==> src/rtl/alu_mult_seq.sv <==
// alu_mult_seq: sequential unsigned shift-add multiplier, one partial-product step per clock
module alu_mult_seq #(
    parameter int WIDTH = 32
) (
    input  logic                 clk,
    input  logic                 rst_n,
    input  logic                 start,
    input  logic [WIDTH-1:0]     a,
    input  logic [WIDTH-1:0]     b,
    output logic                 busy,
    output logic                 done,
    output logic [2*WIDTH-1:0]   product,
    output logic [WIDTH-1:0]     result_lo,
    output logic                 ovf
);
    localparam int CW = $clog2(WIDTH + 1);
    typedef enum logic [1:0] {IDLE = 2'd0, RUN = 2'd1, DONE = 2'd2} state_t;
    state_t           state, state_nx;
    logic [WIDTH-1:0] mcand;
    logic [2*WIDTH-1:0] acc;
    logic [CW-1:0]    count;
    logic [WIDTH:0]   sum;
    logic             last;
    assign last = count == CW'(WIDTH - 1);
    assign sum = {1'b0, acc[2*WIDTH-1:WIDTH]} + {1'b0, acc[0] ? mcand : {WIDTH{1'b0}}};
    assign busy = state == RUN;
    assign done = state == DONE;
    assign product = acc;
    assign result_lo = acc[WIDTH-1:0];
    assign ovf = |acc[2*WIDTH-1:WIDTH];
    // next state: IDLE waits for start, RUN counts WIDTH steps, DONE lasts one cycle
    always_comb begin
        state_nx = IDLE;
        state_nx = (state == IDLE) ? (start ? RUN : IDLE) :
                   (state == RUN)  ? (last ? DONE : RUN) : IDLE;
    end
    // state register; reset wins over any pending start
    always_ff @(posedge clk) begin
        if (!rst_n) state <= IDLE;
        else        state <= state_nx;
    end
    // datapath: load operands on accept, then add-and-shift keeping the carry in the MSB
    always_ff @(posedge clk) begin
        if (!rst_n) begin
            mcand <= '0;
            acc   <= '0;
            count <= '0;
        end else if (state == IDLE && start) begin
            mcand <= a;
            acc   <= {{WIDTH{1'b0}}, b};
            count <= '0;
        end else if (state == RUN) begin
            acc   <= {sum, acc[WIDTH-1:1]};
            count <= count + CW'(1);
        end
    end
endmodule

==> config.mk <==
export PLATFORM = sky130hd
export DESIGN_NAME = alu_mult_seq
export DESIGN_NICKNAME = d
export VERILOG_FILES = /design/src/rtl/alu_mult_seq.sv
export SDC_FILE = /design/constraint.sdc
export NUM_CORES = 1
export LEC_CHECK = 0
export BUFFER_PORTS_ARGS = -buffer_cell sky130_fd_sc_hd__buf_4
export CORE_UTILIZATION = 40
export DETAILED_ROUTE_END_ITERATION = 10
export GPL_TIMING_DRIVEN = 0
export SLEW_MARGIN = 40
export SYNTH_ARGS = -nofsm -noshare
export SYNTH_HDL_FRONTEND = slang
export SYNTH_SLANG_ARGS = --single-unit
==> constraint.sdc <==
create_clock -name clk -period 5.8 [get_ports clk]
set_clock_uncertainty 0.2 [all_clocks]
set_input_delay 0.58 -clock clk [delete_from_list [all_inputs] [get_ports clk]]
set_output_delay 0.58 -clock clk [all_outputs]
set_load 0.01 [all_outputs]
# Word level (Yosys, flattened, before mapping)
# Cells that the tools add are included.
[op_classes]
shift = 0
n_lt_le_gt_ge = 0
n_mul = 0
n_reduce_logical = 5
bitwise = 1
div_mod_pow = 0
n_addsub = 2
n_eq_ne = 3
n_mux = 7
[op_table]
columns = ["op", "count"]
rows = [
  ["32-bit two-way mux", 3],
  ["32-bit by 32-bit adder with 33-bit output", 1],
  ["32-bit OR reduction", 1],
  ["6-bit by 1-bit adder with 6-bit output (second input constant)", 1],
  ["6-bit by 5-bit equality test with 1-bit output (second input constant)", 1],
  ["2-bit two-way mux", 3],
  ["2-bit by 1-bit equality test with 1-bit output (second input constant)", 1],
  ["2-bit equality test (second input constant)", 1],
  ["2-bit logical NOT", 1],
  ["2-bit nonzero test", 1],
  ["2-bit OR reduction", 1],
  ["1-bit logical AND", 1],
  ["1-bit two-way mux", 1],
  ["1-bit NOT", 1],
]
[word_totals]
wordCells = 23
latch_bits = 0
mem_bits_rw = 0
in_bits = 67
n_memories = 0
regBits = 104
mem_bits_ro = 0

# Longest topological paths before layout
# Gate-level depths: netlist (run 1).
[logic_depth]
depth_word = 4
ltp_mapped = 12
depth_no_buf = 11

# Worst setup path after synthesis (run 1)
# Ideal clock, no wire load.
[synth_timing]
path_kind = "register to register"
start = "register acc[0] (netlist: product[0])"
end = "register acc[57] (netlist: product[57])"
setup_slack_ns = 2.929
n_path_buf = 1
t_arrival_ns = 2.544
setup_time_ns = 0.127
synth_period_minus_slack_ns = 2.871
required_ns = 5.473
path_stages_with_launch = 12
cell_sequence = "dfxtp_1 clkbuf_1 and2_1 fa_1 a21oi_1 o21ai_0 a21oi_1 nor3_1 o21ai_0 a21oi_1 a31o_2 o2bb2ai_1"
[synth_between]
elab_chain_len = 2
[synth_lines]
columns = ["item", "line", "rtl"]
rows = [
  ["from (decl)", "20", "logic [2*WIDTH-1:0] acc;"],
  ["from (signal assigned)", "50", "acc <= {{WIDTH{1'b0}}, b};"],
  ["from (signal assigned)", "53", "acc <= {sum, acc[WIDTH-1:1]};"],
  ["32-bit two-way mux", "25", "assign sum = {1'b0, acc[2*WIDTH-1:WIDTH]} + {1'b0, acc[0] ? mcand : {WIDTH{1'b0}}};"],
  ["32-bit by 32-bit adder with 33-bit output", "25", ""],
]
# No other way between the ends.
# A chain may end at the register's enable or synchronous reset.

# Final worst setup path (run 1)
# Ends and elaborated chain as after synthesis.

==> flow_metrics.py, run 1 <==
metrics = {
    "final_layout": {
        "n_antenna_cell": 0,
        "drive_above_1_share_pct": 23.91,
        "final_net_count": 1062,
        "syn_to_final_growth_pct": 28.46,
    },
    "critical_path": {
        "critPathArrivalTime_ns": 3.63,
        "critPathRequiredTime_ns": 5.83,
        "cpLargestDelayFamily": "compound AO/OA/AOI/OAI gates",
        "crit_path_max_incr_delay_ns": 0.50,
        "crit_start": "product[0]",
        "cp.depth": 11,
        "rr_worst_depth": 11,
        "critPathSlowestCell": "o21ai_0",
        "start_kind": "register",
        "cp.buffers_inverters": 1,
        "crit_type": "reg -> reg",
        "r2r_start": "product[0]",
        "cp_common_cell": "a21oi_1",
        "path_cells": "clkbuf_1 > and2_1 > fa_1 > a21oi_1 > o21ai_0 > a21oi_1 > nor3_1 > o21ai_0 > a21oi_1 > a31o_2 > o2bb2ai_1",
        "crit_fanout": 10,
        "cp-end-kind": "register",
    },
    "pwr": {
        "leakage_uw": 0.003593,
        "finalPower_uw": 1731,
        "ir_drop_v": 0.0001353,
        "power_density_nw_per_um2": 219.0,
    },
    "drt": {
        "antenna_left": 0,
        "drt_wl_total_mm": 19.01,
        "routed_via_density": 5.394,
        "post_drt_wl_per_cell_um": 16.53,
        "vias": 6203,
        "drt_first_pass_iters": 4,
        "drt_iter0_markers": 450,
        "drc": 0,
    },
    "clock_network": {
        "clockBufferDepth": 2,
        "cts-root-buf": "clkbuf_16",
        "cts.sinks": 104,
        "clk-insertion-delay-late_ns": 0.36,
        "cts_max_level": 3,
        "cts.clk_slew.worst_paths_ns": 0.07,
        "ctsResizeCount": 0,
        "cts_hold_buf": 0,
        "cts_tree": "built",
        "cts_buffers": 9,
        "post_cts_buffers": 0,
    },
    "floorplan": {
        "die_h_um": 126.0,
        "core-area_um2": 14750,
        "io_pins": 166,
        "die_x_um": 126.0,
        "start_util_pct": 41.71,
        "dieArea_um2": 15890,
        "rows": 44,
    },
    "global_routing": {
        "grt_max_degree": 18,
        "grt_pass1_wl_mm": 30.59,
        "antenna_found_initial": 0,
        "grtUsageTotal_pct": 24.05,
        "grt_pass1_vias": 5869,
        "overflow": 0,
    },
    "synth": {
        "synth_nets": 886,
        "syn-instance-count": 785,
        "synthTopCellsByArea": "dfxtp_1 (34%), nand2_1 (7.6%), ha_1 (6.7%)",
        "ys_seq_area_share_pct": 33.83,
        "syn_area_um2": 6155,
        "yosysTopAreaCell": "dfxtp_1",
        "ys_seq_elements": 104,
        "ys_top_cells_by_count": "nand2_1 (125), dfxtp_1 (104), a21oi_1 (81)",
        "netlist-cell-type-count": 55,
        "yosys_warnings": 0,
        "yosysTopAreaCellShare_pct": 33.83,
        "synth_ff_type": "dfxtp_1",
        "syn_area_per_cell_um2": 7.840,
        "synth.most_common_cell": "nand2_1",
        "async_flop_share_pct": 0,
        "synth_edf_count": 0,
    },
    "timing": {
        "min_period_ns": 3.600,
        "tightest_slew_ns": 0.7098,
        "setup_violations": 0,
        "rsz0062_at_grt": "false",
        "drv_slew": 0,
        "hold_viol": 0,
        "slew_headroom_pct": 52.24,
        "tns_ns": 0,
        "min_period_over_period_pct": 62.06,
        "timing.fmax_mhz": 277.8,
    },
    "worst_hold_path": {
        "hold_start": "mcand[30]",
        "hold_path.class": "reg -> reg",
        "hold_depth": 2,
    },
    "run": {
        "maxCapViolCount": 0,
    },
    "place": {
        "gp_congestion": 0.9159,
        "dp_hpwl_mm": 14.34,
        "port_buffers": 165,
    },
    "run_status": {
        "status": "finished clean",
    },
}
## cells in the final DEF, fill, tap and decap left out, types with 9 or more instances in the layout
cell | synthesis | routed
a21boi_0 | 33 | 33
a21o_1 | 21 | 21
a21oi_1 | 81 | 81
and2_1 | 34 | 34
buf_4 | 33 | 198
clkbuf_1 | 38 | 39
clkbuf_16 | 0 | 9
dfxtp_1 | 104 | 104
ha_1 | 33 | 33
inv_1 | 9 | 9
nand2_1 | 125 | 125
nand3_1 | 11 | 11
nand4_1 | 18 | 18
nor2_1 | 29 | 29
nor3_1 | 9 | 9
nor4_1 | 10 | 10
o21ai_0 | 60 | 60
o22ai_1 | 35 | 35
xnor2_1 | 11 | 11
xor2_1 | 17 | 17
## flip-flops by register name, summed over array words and instances, names as in the netlist
name and count:
mcand 32, count 6, product 64, state 2
## worst min-delay path: cells and delay by family, from the launching register on
| family | cells | cell delay [ns] |
|---|---|---|
| simple gates | 1 | 0.04 |
| compound gates | 1 | 0.06 |
| flops | 1 | 0.31 |
## metal layers
layer / global-route usage, % / vias to the layer above / wire (um)
li1: - / 3130 / -
met1: 32.57 / 2877 / 9140
met2: 39.62 / 181 / 8738
met3: 5.183 / 15 / 950
met4: 4.111 / 0 / 176
met5: 0 / - / 0
## through the flow
stage | cells | util, % | hold slack (ns) | setup WS [ns] | instance area [um^2]
finish | 1150 | 53.59 | 0.2600 | 2.200 | 7906
global route | 1150 | 53.59 | 0.2765 | 1.914 | 7906
CTS | 1150 | 53.59 | 0.2639 | 2.221 | 7906
detailed placement | 1134 | 51.67 | 0.2539 | 2.286 | 7624
global placement | 1134 | 51.67 | 0.2480 | 2.247 | 7624
floorplan | 785 | - | 0.2304 | 2.929 | 6155
## path summary, 6_finish.rpt
check,slack [ns],end
min,0.26,mcand[30]
max reg2reg,2.20,product[57]
min reg2reg,0.26,mcand[30]
max,2.20,product[57]
## final cells by class
cell class | count | area, um^2
repair buffers | 165 | 1239
inverters | 11 | 41.29
clock inverters | 5 | 40.04
plain buffers | 84 | 484.2
flip-flops and latches | 104 | 2082
fillers | 1507 | 6848
well taps | 184 | 230.2
clock buffers | 11 | 242.7
multi-input cells | 586 | 3547
## where the power goes
| group | switching, uW | leakage (uW) | total, uW | internal, uW |
|---|---|---|---|---|
| Clock | 289 | 0.000128 | 595 | 306 |
| Sequential | 37.9 | 0.000852 | 792 | 754 |
| Combinational | 174 | 0.00261 | 345 | 171 |
| Total | 500 | 0.00359 | 1730 | 1230 |
## cell families (layout without fill, tap and decap cells)
kind of cell | Yosys count | after routing | share of synthesized area [%]
and+or+nand+nor | 252 | 252 | 19.09
buffers and inverters | 95 | 276 | 8.538
adders and majority gates | 34 | 34 | 7.034
DFF | 104 | 104 | 33.83
AOI/OAI and AO/OA | 271 | 271 | 27.36
muxes | 1 | 1 | 0.1626
xor gates and xnor gates | 28 | 28 | 3.984
Power figures use the tool's default switching activity.
==> run 2, diff against run 1 <==
Settings changed: PLACE_DENSITY set to 0.66.
Clock period 5.8 ns to 2.94 ns, I/O delays scaled along.
==> run 2 against run 1 <==
  * Critical path depth rose by 2
  * Design area rose by 7.9%
  * Count of clock-buffer cells in the layout did not move
  * Register-to-register slack got worse by 2.2 ns
  * Non-clock buffer count rose by 41
  * Utilization rose by 4.2 points
  * Via count rose by 3.6%
  * Sequential share of layout area fell by 1.9 points
  * Setup slack got worse by 2.2 ns
  * Worst hold slack got worse by 0.25 ns
  * Combinational power rose by 120%
  * Clock power rose by 100%
  * Critical endpoint is now product[39]
  * Largest cell class unchanged
  * Highest routed layer unchanged
==> flow_metrics.py, run 2 (same netlist as run 1, synthesis figures left out) <==
metrics = {
    "drt": {
        "drt_wl_total_mm": 19.64,
        "post_drt_wl_per_cell_um": 16.49,
        "antenna_left": 0,
        "drc": 0,
        "vias": 6427,
        "routed_via_density": 5.396,
        "drt_iter0_markers": 461,
        "drt_first_pass_iters": 5,
    },
    "timing": {
        "min_period_ns": 2.915,
        "drv_slew": 0,
        "rsz0062_at_grt": "true",
        "tns_ns": 0,
        "setup_violations": 0,
        "timing.hold.ws_ns": 0.006780,
        "tightest_slew_ns": 0.6832,
        "timing.fmax_mhz": 343.0,
        "hold_viol": 0,
        "timing.final.ws_setup_ns": 0.02461,
        "min_period_over_period_pct": 99.16,
        "slew_headroom_pct": 54.46,
    },
    "pwr": {
        "p_int_uw": 2477,
        "pwr-share-seq_pct": 44.9,
        "p_sw_share_pct": 29.12,
        "ir_drop_v": 0.0003266,
        "power_density_nw_per_um2": 409.5,
        "clkPwrFrac_pct": 33.9,
        "p_switching_uw": 1018,
        "leakage_uw": 0.003815,
        "combinationalPowerShare_pct": 21.2,
    },
    "clock_network": {
        "cts_tree": "built",
        "cts.clk_slew.worst_paths_ns": 0.07,
        "cts_buffers": 9,
        "cts-root-buf": "clkbuf_16",
        "clk-insertion-delay-late_ns": 0.37,
        "cts.sinks": 104,
        "clockBufferDepth": 2,
        "cts_max_level": 3,
    },
    "floorplan": {
        "core-area_um2": 14750,
        "rows": 44,
        "die_h_um": 126.0,
        "die_x_um": 126.0,
        "dieArea_um2": 15890,
        "io_pins": 166,
        "start_util_pct": 41.71,
    },
    "critical_path": {
        "cp-end-kind": "register",
        "r2r_slack_ns": 0.02,
        "start_kind": "register",
        "crit_type": "reg -> reg",
        "crit_start": "product[0]",
        "critPathRequiredTime_ns": 2.96,
        "r2r_start": "product[0]",
        "crit_fanout": 8,
        "cp-endpoint": "product[39]",
        "rr_worst_depth": 13,
        "r2r_end": "product[39]",
        "critPathArrivalTime_ns": 2.94,
    },
    "final_layout": {
        "regArea_um2": 2086,
        "largest_reg_flops": 64,
        "fill_cells": 1435,
        "syn_to_final_growth_pct": 38.65,
        "mostFrequentLayoutCell": "buf_4",
        "drive_above_1_share_pct": 28.90,
        "stdcell_area_um2": 8533,
        "final_net_count": 1103,
        "layout_common_cells": "buf_4 (212), nand2_1 (125), dfxtp_1 (103)",
        "n_antenna_cell": 0,
        "multiInputGateArea_um2": 3746,
        "instances_no_fill": 1191,
    },
    "global_routing": {
        "overflow": 0,
        "antenna_found_initial": 0,
        "grt_max_degree": 18,
        "grt_pass1_vias": 5936,
        "grt_pass1_wl_mm": 30.61,
        "grtUsageTotal_pct": 24.20,
    },
    "place": {
        "dp_cells": 1134,
        "gp_congestion": 0.8895,
        "pre_cts_ws_ns": -0.6909,
        "placed_area_um2": 7624,
        "dp_hpwl_mm": 14.20,
        "port_buffers": 165,
    },
    "run_status": {
        "status": "finished clean",
    },
    "worst_hold_path": {
        "hold_path.class": "in -> reg",
    },
    "run": {
        "maxCapViolCount": 0,
    },
}
==> run 2: cell types whose count changed in the layout (fill, tap and decap cells not counted), sizes merged <==
cell | previous run | this run
inv | 11 | 12
clkbuf | 49 | 45
clkinv | 2 | 3
clkinvlp | 3 | 1
dlygate4sd3 | 0 | 27
buf | 210 | 228
==> run 2: layout make-up <==
cell class | instances | area share, %
clock inverter | 5 | 0.4545
buffer | 82 | 5.909
inverter | 11 | 0.4839
multi-input combinational | 586 | 43.90
clock buffer | 11 | 2.845
tap | 184 | 2.698
sequential | 104 | 24.44
timing repair buffer | 208 | 19.27
==> run 2: worst min-delay path by stage <==
stage                   start  cells past startpoint        end  slack (ns)
finish                   a[2]                      3   mcand[2]       0.007
floorplan            count[5]                      1   state[1]        0.23
global placement    mcand[29]                      2  mcand[29]        0.25
detailed placement  mcand[29]                      2  mcand[29]        0.25
global route             a[2]                      3   mcand[2]        0.01
CTS                      a[2]                      3   mcand[2]       0.003
==> run 2: per-layer routing <==
layer	wire length [um]	share of wire, %	track usage (%)
met1	8818	45	31.49
met2	9288	47	40.40
met3	1288	6.6	5.947
met4	248	1.3	5.245
met5	0	0	0
==> run 2: power groups by stage <==
stage               registers (uW)  clock network, uW  logic (uW)
finish                        1570               1190         742
global route                  1580               1270         802
CTS                           1560               1210         724
detailed placement            1600                  0         681
global placement              1600                  0         677
floorplan                     1590                  0         348
==> run 2: timing repair <==
| action | 4_1_cts | 5_1_grt |
|---|---|---|
| endpoints found under the hold margin | 27 | 0 |
| hold buffers | 27 | 0 |
| setup buffers | 7 | 7 |
| gates cloned | 0 | 2 |
| pin swaps | 6 | 26 |
| resized for setup | 25 | 39 |
| endpoints found under the setup margin | 23 | 19 |
==> run 2: worst max-delay path: stages, from the launching register on <==
cell	delay, ns
dfxtp_4	0.41
and2_1	0.17
ha_2	0.19
fa_2	0.39
a21oi_2	0.16
o21ai_1	0.09
a21oi_2	0.25
buf_4	0.16
buf_4	0.09
buf_4	0.10
o21bai_1	0.06
a21oi_1	0.17
xor2_1	0.22
o21ai_0	0.11
==> run 2: stage by stage <==
| step | utilization (%) | total power, uW |
|---|---|---|
| floorplan | - | 1943 |
| global placement | 51.67 | 2273 |
| detailed placement | 51.67 | 2277 |
| CTS | 56.26 | 3495 |
| global route | 57.84 | 3647 |
| finish | 57.84 | 3495 |
==> run 3, diff against run 2 <==
Settings changed: CAP_MARGIN set to 20, REMOVE_ABC_BUFFERS set to 1.
==> run 3 against run 2 <==
  * Clock power up 8%
  * Utilization down 2.1 points
  * Critical endpoint is now product[61]
  * Sequential share of layout area up 0.90 points
  * Largest cell class unchanged
  * Design area down 3.6%
  * Global-route usage down 0.79 points
  * Critical path type unchanged
  * Die area unchanged
  * Setup slack better by 0.068 ns
  * Count of clock-buffer cells in the layout down 1
  * Sequential cell count unchanged
  * Via count down 3.6%
==> flow_metrics.py, run 3 (same netlist as run 1, synthesis figures left out) <==
metrics = {
    "run_status": {
        "status": "finished clean",
    },
    "final_layout": {
        "n_antenna_cell": 0,
        "syn_to_final_growth_pct": 33.71,
        "largest_reg_flops": 64,
        "fill_cells": 1394,
        "mostFrequentLayoutCell": "buf_4",
        "final_net_count": 1017,
        "stdcell_area_um2": 8229,
        "layout_common_cells": "buf_4 (174), nand2_1 (119), dfxtp_1 (103)",
        "drive_above_1_share_pct": 28.26,
        "regArea_um2": 2086,
        "multiInputGateArea_um2": 3916,
        "instances_no_fill": 1104,
    },
    "pwr": {
        "p_sw_share_pct": 27.63,
        "combinationalPowerShare_pct": 19.1,
        "p_int_uw": 2558,
        "p_switching_uw": 976.8,
        "power_density_nw_per_um2": 429.6,
        "leakage_uw": 0.003546,
        "clkPwrFrac_pct": 36.5,
        "pwr-share-seq_pct": 44.4,
        "finalPower_uw": 3535,
        "ir_drop_v": 0.0002976,
    },
    "drt": {
        "vias": 6197,
        "post_drt_wl_per_cell_um": 17.62,
        "routed_via_density": 5.613,
        "drc": 0,
        "drt_wl_total_mm": 19.45,
        "drt_iter0_markers": 431,
        "drt_first_pass_iters": 5,
        "antenna_left": 0,
    },
    "worst_hold_path": {
        "hold_path.class": "in -> reg",
    },
    "critical_path": {
        "crit_fanout": 6,
        "critPathRequiredTime_ns": 3.00,
        "crit_type": "reg -> reg",
        "cpLargestDelayFamily": "compound AO/OA/AOI/OAI gates",
        "cp_common_cell": "a21o_1",
        "critPathSlowestCell": "a2111o_1",
        "critPathArrivalTime_ns": 2.91,
        "path_cells": "buf_12 > and2_1 > ha_4 > a21o_1 > a21o_1 > a2111o_1 > a41oi_2 > o21a_1 > o22a_1 > nand4_1 > o311ai_1",
        "cp-end-kind": "register",
        "cp.buffers_inverters": 1,
        "start_kind": "register",
        "crit_path_max_incr_delay_ns": 0.40,
    },
    "place": {
        "placed_area_um2": 7191,
        "gp_congestion": 0.9075,
        "port_buffers": 165,
        "dp_cells": 1051,
        "dp_hpwl_mm": 12.33,
    },
    "timing": {
        "min_period_ns": 2.847,
        "hold_viol": 0,
        "setup_violations": 0,
        "drv_slew": 0,
        "timing.hold.ws_ns": 0.005553,
        "slew_headroom_pct": 56.74,
        "min_period_over_period_pct": 96.84,
        "tightest_slew_ns": 0.6488,
        "rsz0062_at_grt": "true",
        "timing.fmax_mhz": 351.2,
    },
    "floorplan": {
        "io_pins": 166,
        "die_h_um": 126.0,
        "start_util_pct": 41.71,
        "rows": 44,
        "die_x_um": 126.0,
        "core-area_um2": 14750,
        "dieArea_um2": 15890,
    },
    "clock_network": {
        "cts-root-buf": "clkbuf_16",
        "clk-insertion-delay-late_ns": 0.36,
        "cts.sinks": 104,
        "cts_max_level": 3,
        "cts_buffers": 9,
        "clockBufferDepth": 2,
        "cts.clk_slew.worst_paths_ns": 0.07,
        "cts_tree": "built",
    },
    "global_routing": {
        "overflow": 0,
        "grt_pass1_wl_mm": 29.52,
        "grt_pass1_vias": 5702,
        "grtUsageTotal_pct": 23.42,
        "grt_max_degree": 68,
        "antenna_found_initial": 0,
    },
    "run": {
        "maxCapViolCount": 0,
    },
}
## run 3: cell types whose count changed in the layout (fill, tap and decap cells not counted), moves of 3 or more
cell,delta
clkbuf_1,-32
ha_4,+10
nand2_2,+4
dlygate4sd3_1,-3
ha_2,-5
buf_6,-6
ha_1,-5
buf_1,-5
buf_2,-3
buf_4,-38
and2_4,-3
nand2_1,-6
## run 3: per-stage QoR
stage	setup slack (ns)	setup TNS, ns	utilization, %
floorplan	-0.2422	-1.529	-
global placement	-2.047	-66.53	48.39
detailed placement	-0.6818	-8.704	48.74
CTS	-0.01264	-0.01264	53.04
global route	-0.04716	-0.1146	55.78
finish	0.09291	0	55.78
## run 3: worst register-to-register path: cells and delay by family, from the launching register on
family                   cells  cell delay, ns
AO/OA/AOI/OAI                7            1.50
flip-flops                   1            0.38
AND/OR/NAND/NOR              2            0.27
adder cells (fa/ha/maj)      1            0.25
buffers and inverters        1            0.13
## run 3: worst paths after layout
path              start     endpoint  slack [ns]  cells past startpoint
max reg2reg  product[0]  product[61]        0.09                     11
max          product[0]  product[61]        0.09                     11
min               a[30]    mcand[30]       0.006                      3
min reg2reg   mcand[15]    mcand[15]        0.26                      2
## run 3: repair_timing
item / 4_1_cts / 5_1_grt
hold buffers: 24 / 0
resized for setup: 14 / 64
hold endpoints to repair: 24 / 0
setup buffers: 2 / 11
setup endpoints to repair: 40 / 19
cloned: 1 / 0
pin swaps: 3 / 27
## run 3: cell type report
type                       instances  share of cell area (%)
clock buffer                      10                   2.782
clock inverter                     5                  0.9883
inverter                          11                  0.6234
multi-input combinational        587                   47.59
sequential                       104                   25.35
tap                              184                   2.798
timing repair buffer             203                   19.87
## run 3: per-layer routing
metal	vias up	track usage, %	wire length (um)
li1	3045	-	-
met1	2894	29.28	8576
met2	235	40.30	9296
met3	23	4.630	1231
met4	0	7.512	346
met5	-	0	0
## run 3: power by group through the flow
stage,combinational [uW],clock [uW],sequential [uW]
2_1_floorplan,232,0,1620
3_3_place_gp,578,0,1610
3_5_place_dp,592,0,1610
4_1_cts,642,1320,1570
5_1_grt,729,1360,1580
6_report,676,1290,1570
